===== config.mk =====
export PLATFORM = sky130hd
export DESIGN_NAME = mda_vram_arbiter
export DESIGN_NICKNAME = d
export VERILOG_FILES = /design/src/rtl/mda_vram_arbiter.sv
export SDC_FILE = /design/constraint.sdc
export NUM_CORES = 1
export LEC_CHECK = 0
export CORE_UTILIZATION = 39
export DETAILED_ROUTE_END_ITERATION = 10
export PLACE_DENSITY = 0.84
export SLEW_MARGIN = 20
export SYNTH_ARGS = -nofsm -noshare
export SYNTH_HDL_FRONTEND = slang
export SYNTH_SLANG_ARGS = --single-unit

===== constraint.sdc =====
create_clock -name clk -period 1.4 [get_ports clk]
set_input_delay 0.28 -clock clk [delete_from_list [all_inputs] [get_ports clk]]
set_output_delay 0.28 -clock clk [all_outputs]
set_load 0.01 [all_outputs]

===== src/rtl/mda_vram_arbiter.sv =====
// VRAM owner: display fetches take the bus whenever vram_read is high; ISA ops run in the sequencer window.
// Optional MDA_POSTED_WRITE_EN: writes ack one cycle after acceptance and complete later from a 1-entry buffer.
module mda_vram_arbiter #(
    parameter int ADDR_WIDTH = 12
) (
    input  logic                  clk,
    input  logic                  reset,
    input  logic                  vram_read,
    input  logic                  vram_read_a0,
    input  logic                  vram_read_char,
    input  logic                  vram_read_att,
    input  logic                  isa_op_enable,
    input  logic [ADDR_WIDTH-2:0] crtc_addr,
    input  logic                  isa_req,
    input  logic                  isa_we,
    input  logic [ADDR_WIDTH-1:0] isa_addr,
    input  logic [7:0]            isa_din,
    output logic                  isa_ack,
    output logic [7:0]            isa_dout,
    output logic [7:0]            vram_char,
    output logic [7:0]            vram_att,
    output logic [ADDR_WIDTH-1:0] ram_a,
    input  logic [7:0]            ram_d_in,
    output logic [7:0]            ram_d_out,
    output logic                  ram_we_l,
    output logic                  ram_oe_l,
    output logic                  collision_err
);

`ifdef MDA_POSTED_WRITE_EN
    localparam bit POSTED = 1'b1;
`else
    localparam bit POSTED = 1'b0;
`endif

    typedef enum logic [2:0] {IDLE, PEND, ADDR, STROBE, DONE} state_t;

    state_t                  state_q, state_d;
    logic                    we_q, we_d;
    logic [ADDR_WIDTH-1:0]   addr_q, addr_d;
    logic [7:0]              din_q, din_d;
    logic                    posted_q, posted_d;
    logic                    posted_ack_q, posted_ack_d;
    logic [7:0]              isa_dout_q, isa_dout_d;
    logic [7:0]              vram_char_q, vram_char_d;
    logic [7:0]              vram_att_q, vram_att_d;
    logic [ADDR_WIDTH-1:0]   ram_a_q, ram_a_d;
    logic                    collision_q, collision_d;
    logic                    done_ack;
    logic                    oe_l, we_l;

    always_comb begin
        state_d      = state_q;
        we_d         = we_q;
        addr_d       = addr_q;
        din_d        = din_q;
        posted_d     = posted_q;
        posted_ack_d = 1'b0;
        isa_dout_d   = isa_dout_q;
        vram_char_d  = vram_char_q;
        vram_att_d   = vram_att_q;
        collision_d  = collision_q;
        ram_a_d      = ram_a_q;
        done_ack     = 1'b0;
        oe_l         = 1'b1;
        we_l         = 1'b1;

        case (state_q)
            IDLE: begin
                if (isa_req) begin
                    we_d         = isa_we;
                    addr_d       = isa_addr;
                    din_d        = isa_din;
                    posted_d     = POSTED && isa_we;
                    posted_ack_d = POSTED && isa_we;
                    state_d      = PEND;
                end
            end
            PEND: begin
                if (isa_op_enable && !vram_read) state_d = ADDR;
            end
            ADDR: begin
                ram_a_d = addr_q;
                oe_l    = we_q;
                if (vram_read) begin
                    collision_d = 1'b1;
                    state_d     = PEND;
                end else begin
                    state_d     = STROBE;
                end
            end
            STROBE: begin
                ram_a_d = addr_q;
                if (we_q) we_l = 1'b0;
                else      oe_l = 1'b0;
                if (vram_read) begin
                    collision_d = 1'b1;
                    state_d     = PEND;
                end else begin
                    if (!we_q) isa_dout_d = ram_d_in;
                    state_d = DONE;
                end
            end
            DONE: begin
                done_ack = !posted_q;
                state_d  = IDLE;
            end
            default: state_d = IDLE;
        endcase

        // Display always wins the bus; a write strobe in flight is suppressed.
        if (vram_read) begin
            ram_a_d = {crtc_addr, vram_read_a0};
            oe_l    = 1'b0;
            we_l    = 1'b1;
        end

        if (vram_read_char) vram_char_d = ram_d_in;
        if (vram_read_att)  vram_att_d  = ram_d_in;
    end

    always_ff @(posedge clk) begin
        if (reset) begin
            state_q      <= IDLE;
            we_q         <= 1'b0;
            addr_q       <= '0;
            din_q        <= 8'h00;
            posted_q     <= 1'b0;
            posted_ack_q <= 1'b0;
            isa_dout_q   <= 8'h00;
            vram_char_q  <= 8'h00;
            vram_att_q   <= 8'h00;
            ram_a_q      <= '0;
            collision_q  <= 1'b0;
        end else begin
            state_q      <= state_d;
            we_q         <= we_d;
            addr_q       <= addr_d;
            din_q        <= din_d;
            posted_q     <= posted_d;
            posted_ack_q <= posted_ack_d;
            isa_dout_q   <= isa_dout_d;
            vram_char_q  <= vram_char_d;
            vram_att_q   <= vram_att_d;
            ram_a_q      <= ram_a_d;
            collision_q  <= collision_d;
        end
    end

    // ram_a is driven combinationally so the address is valid in the same cycle as oe/we.
    assign ram_a         = ram_a_d;
    assign ram_oe_l      = oe_l;
    assign ram_we_l      = we_l;
    assign ram_d_out     = din_q;
    assign isa_ack       = done_ack | posted_ack_q;
    assign isa_dout      = isa_dout_q;
    assign vram_char     = vram_char_q;
    assign vram_att      = vram_att_q;
    assign collision_err = collision_q;

endmodule


==> key figures <==
Logic synthesis
  – Post-synthesis instance total: 270
  – Post-synth net total: between 300 and 400
  – Ys flop type: dfxtp_1
  – Syn_area_per_cell: slightly above 9 um2
  – Yosys top cell by area: dfxtp_1
  – Yosys reg bits: 61
  – Post-synth EDFFs: 0
  – Cell Area, Synth: 2490 um2
  – Synth top area share: about half
  – Post-synth ARST share: 0%
  – Seq/Total Area, Yosys: approximately half
  – Syn. warnings: 0
  – Synth top area cells: dfxtp_1, mux2i_1, a21oi_1, nand2_1, nor2_1
  – Netlist cell types: 22

Placement
  – Placement Cell Area: slightly below 4000 um2
  – PortBufs: 95
  – Pre-CTS WS: -654 ps
  – RePlAce Congestion: a little over 0.8
  – Dpl hpwl: 4.77 mm

Final layout
  – Layout Nets: 456
  – Antenna cells: 0
  – Final non-filler cell area: 4460 um2
  – Layout fillers: around 420
  – Multi-input combinational cell area: 1600 um2
  – FF/Latch Area: between 1000 and 1500 um2
  – Share of layout cells above drive strength 1: between 30 and 40%
  – Layout area overhead: 79.2%

Power and ir drop
  – Leak Pwr: between 0.0015 and 0.002 uW
  – Internal power: between 3000 and 4000 uW
  – Switching share of power: 27.1%
  – Worst VDD drop: around 850 uV
  – Power per cell area: a little under 1000 nW/um2
  – Clock Power Share: a little over a third
  – Combinational Power Share: between 20% and 30%
  – Sw Pwr: between 1000 and 1500 uW
  – Seq pwr share: a little over two fifths
  – Final Power: between 4000 and 5000 uW

Global route
  – Initial antenna violation count: 0
  – Largest net degree at the start of global routing: 38
  – GRT Total Usage: about a quarter
  – Global-route wire length before repair: 12.0 mm
  – Vias in the first global route: about 2400
  – Grt ovf: 0

Drt
  – Vias/cell: slightly above 5
  – Iter 0 DRT Violations: 80
  – Post-Route WL: between 8 and 9 mm
  – Initial DRT Pass Iterations: 6
  – DRC errors left: 0
  – ANT nets after route: 0
  – Drt wl/cell: approximately 17 um
  – Routed vias: around 2500

Setup path
  – Critical path, cell by cell: nand2b_4 > buf_12 > mux2i_2 > a21oi_1 > buf_2
  – Critical path data required time: 1120 ps
  – R2R setup slack: -120 ps
  – Cell family contributing the most delay on the critical path: flip-flops
  – Setup CP Type: reg2out
  – Crit path DAT: ~1500 ps
  – Startpoint types: flip-flop
  – Critical path's slowest cell: dfxtp_2
  – Slowest stage delay, CP: approximately 330 ps
  – Crit. End Element: output pin
  – Buffer and inverter count on the worst path: 2
  – Crit Path Max Fanout: 7

Status
  – Failing checks: negative setup slack
  – Run status: complete, but fails checks

STA
  – Final Max Slew Viols: 0
  – Setup WS post-layout: -369 ps
  – Relative slew slack: 56.2%
  – Final clock skew: 12.1 ps
  – Final TNS setup: -5900 ps
  – Peak Freq: ~0.57 GHz
  – Worst slew pin tran: ~660 ps
  – Crit share post-route: 126%
  – Post-route minimum period: 1770 ps
  – # setup viols final: 32
  – Hold Vio Cnt, Final: 0
  – RSZ-0062 raised after global routing: yes

Die
  – Die width: a little over 80 um
  – Total I/O pin count: 96
  – Starting Density: approximately two fifths
  – # rows: 28
  – Die area: approximately 6700 um2
  – Die height: 81.9 um
  – Core ar.: between 6000 and 7000 um2

CTS
  – Clock Latency Late Sink: between 300 and 400 ps
  – CTS clk-pin slew, worst paths: 80 ps
  – Total CTS buffers: 9
  – Clk buf depth: 2
  – CTS tree: done
  – CTS Sinks: 61
  – CTS Hold Bufs: 0
  – Clock Tree Root: clkbuf_8
  – CTS H-tree depth: 3

Run
  – # Max-Cap Violations: 0

Worst hold path
  – Hold Crit Class: reg2reg
[cell families after synthesis]
family          count (synthesis)  synth area share [%]
simple gates                  102                  19.0
flops                          61                  49.1
compound gates                 48                  12.4
mux                            36                  14.5
buf+inv                        23                  4.98
[worst reg2reg max path, cell delays in order, from the launching register on]
cell     delay (ps)
dfxtp_2         330
buf_6           120
buf_6           120
nor4b_4         340
buf_4           210
buf_12          150
nand2_4          60
a21oi_2         120
[through the flow]
stage	utilization [%]	std cells	hold WS (ps)
5_1_grt	74.0	488	480
3_3_place_gp	64.4	454	441
3_5_place_dp	64.4	454	450
6_report	74.0	488	459
4_1_cts	72.4	487	432
2_1_floorplan	-	270	370
[cells in the mapped netlist (3+ instances only)]
cell type	count
buf_4	3
a21oi_1	33
dfxtp_1	61
a211oi_2	6
nand2_1	43
a211oi_1	6
nor2_1	33
buf_2	3
nand2b_1	18
buf_6	3
mux2i_1	36
clkbuf_1	11
[timing repair]
| action | in CTS | in global routing |
|---|---|---|
| setup endpoints to repair | 69 | 44 |
| buffers inserted | 13 | 3 |
| pin swaps | 27 | 27 |
| gates cloned | 5 | 1 |
| endpoints found under the hold margin | 0 | 0 |
| resized for setup | 147 | 40 |
[placed cells by master (no fill, tap or decap), types with 3 or more instances in the layout]
| cell | instances |
|---|---|
| buf_2 | 15 |
| nand2_2 | 14 |
| buf_6 | 8 |
| a211oi_1 | 6 |
| buf_4 | 35 |
| nand2_4 | 12 |
| nand2b_1 | 17 |
| nor2_1 | 32 |
| dfxtp_1 | 58 |
| mux2i_1 | 24 |
| clkbuf_8 | 10 |
| a21oi_1 | 7 |
| clkdlybuf4s50_1 | 45 |
| a211oi_2 | 6 |
| nand2_1 | 17 |
| a21oi_2 | 26 |
| dfxtp_2 | 3 |
| or4b_4 | 4 |
| dlygate4sd2_1 | 34 |
| buf_12 | 8 |
| mux2i_4 | 11 |
[metal layers]
layer	track usage, %	wire length [um]	part of all wire [%]	vias to the layer above
met5	0	0	0	-
met4	15.4	313	3.7	0
met3	5.00	329	3.9	27
met2	41.0	4230	51	80
met1	29.8	3500	42	1212
li1	-	-	-	1204
[path summary, 6_finish.rpt]
| kind | start | to | cells after the start |
|---|---|---|---|
| worst max-delay path | state_q[2] | ram_a[2] | 5 |
| worst min-delay path | ram_d_out[7] | ram_d_out[7] | 2 |
| worst max register to register | state_q[0] | ram_d_out[5] | 7 |
| worst min register to register | ram_d_out[7] | ram_d_out[7] | 2 |
[cell type report]
cell class	instances	area share, %
tap	75	2.10
inverter	2	0.168
sequential	61	27.5
clock buffer	12	3.26
multi-input combinational	189	36.0
timing repair buffer	145	30.0
clock inverter	4	1.07
[power groups by stage]
| stage | sequential (uW) | clock, uW | combinational [uW] |
|---|---|---|---|
| 3_3_place_gp | 1920 | 0 | 765 |
| 6_report | 1900 | 1550 | 947 |
| 2_1_floorplan | 1940 | 0 | 336 |
| 4_1_cts | 1900 | 1560 | 896 |
| 3_5_place_dp | 1930 | 0 | 782 |
| 5_1_grt | 1910 | 1660 | 1000 |
[registers in the layout, indices dropped and copies added (netlist names)]
signal,count
addr_q,12
collision_err,1
isa_dout,8
ram_a_q,12
ram_d_out,8
state_q,3
vram_att,8
vram_char,8
we_q,1
No activity file was read; power rests on OpenSTA's default activity.
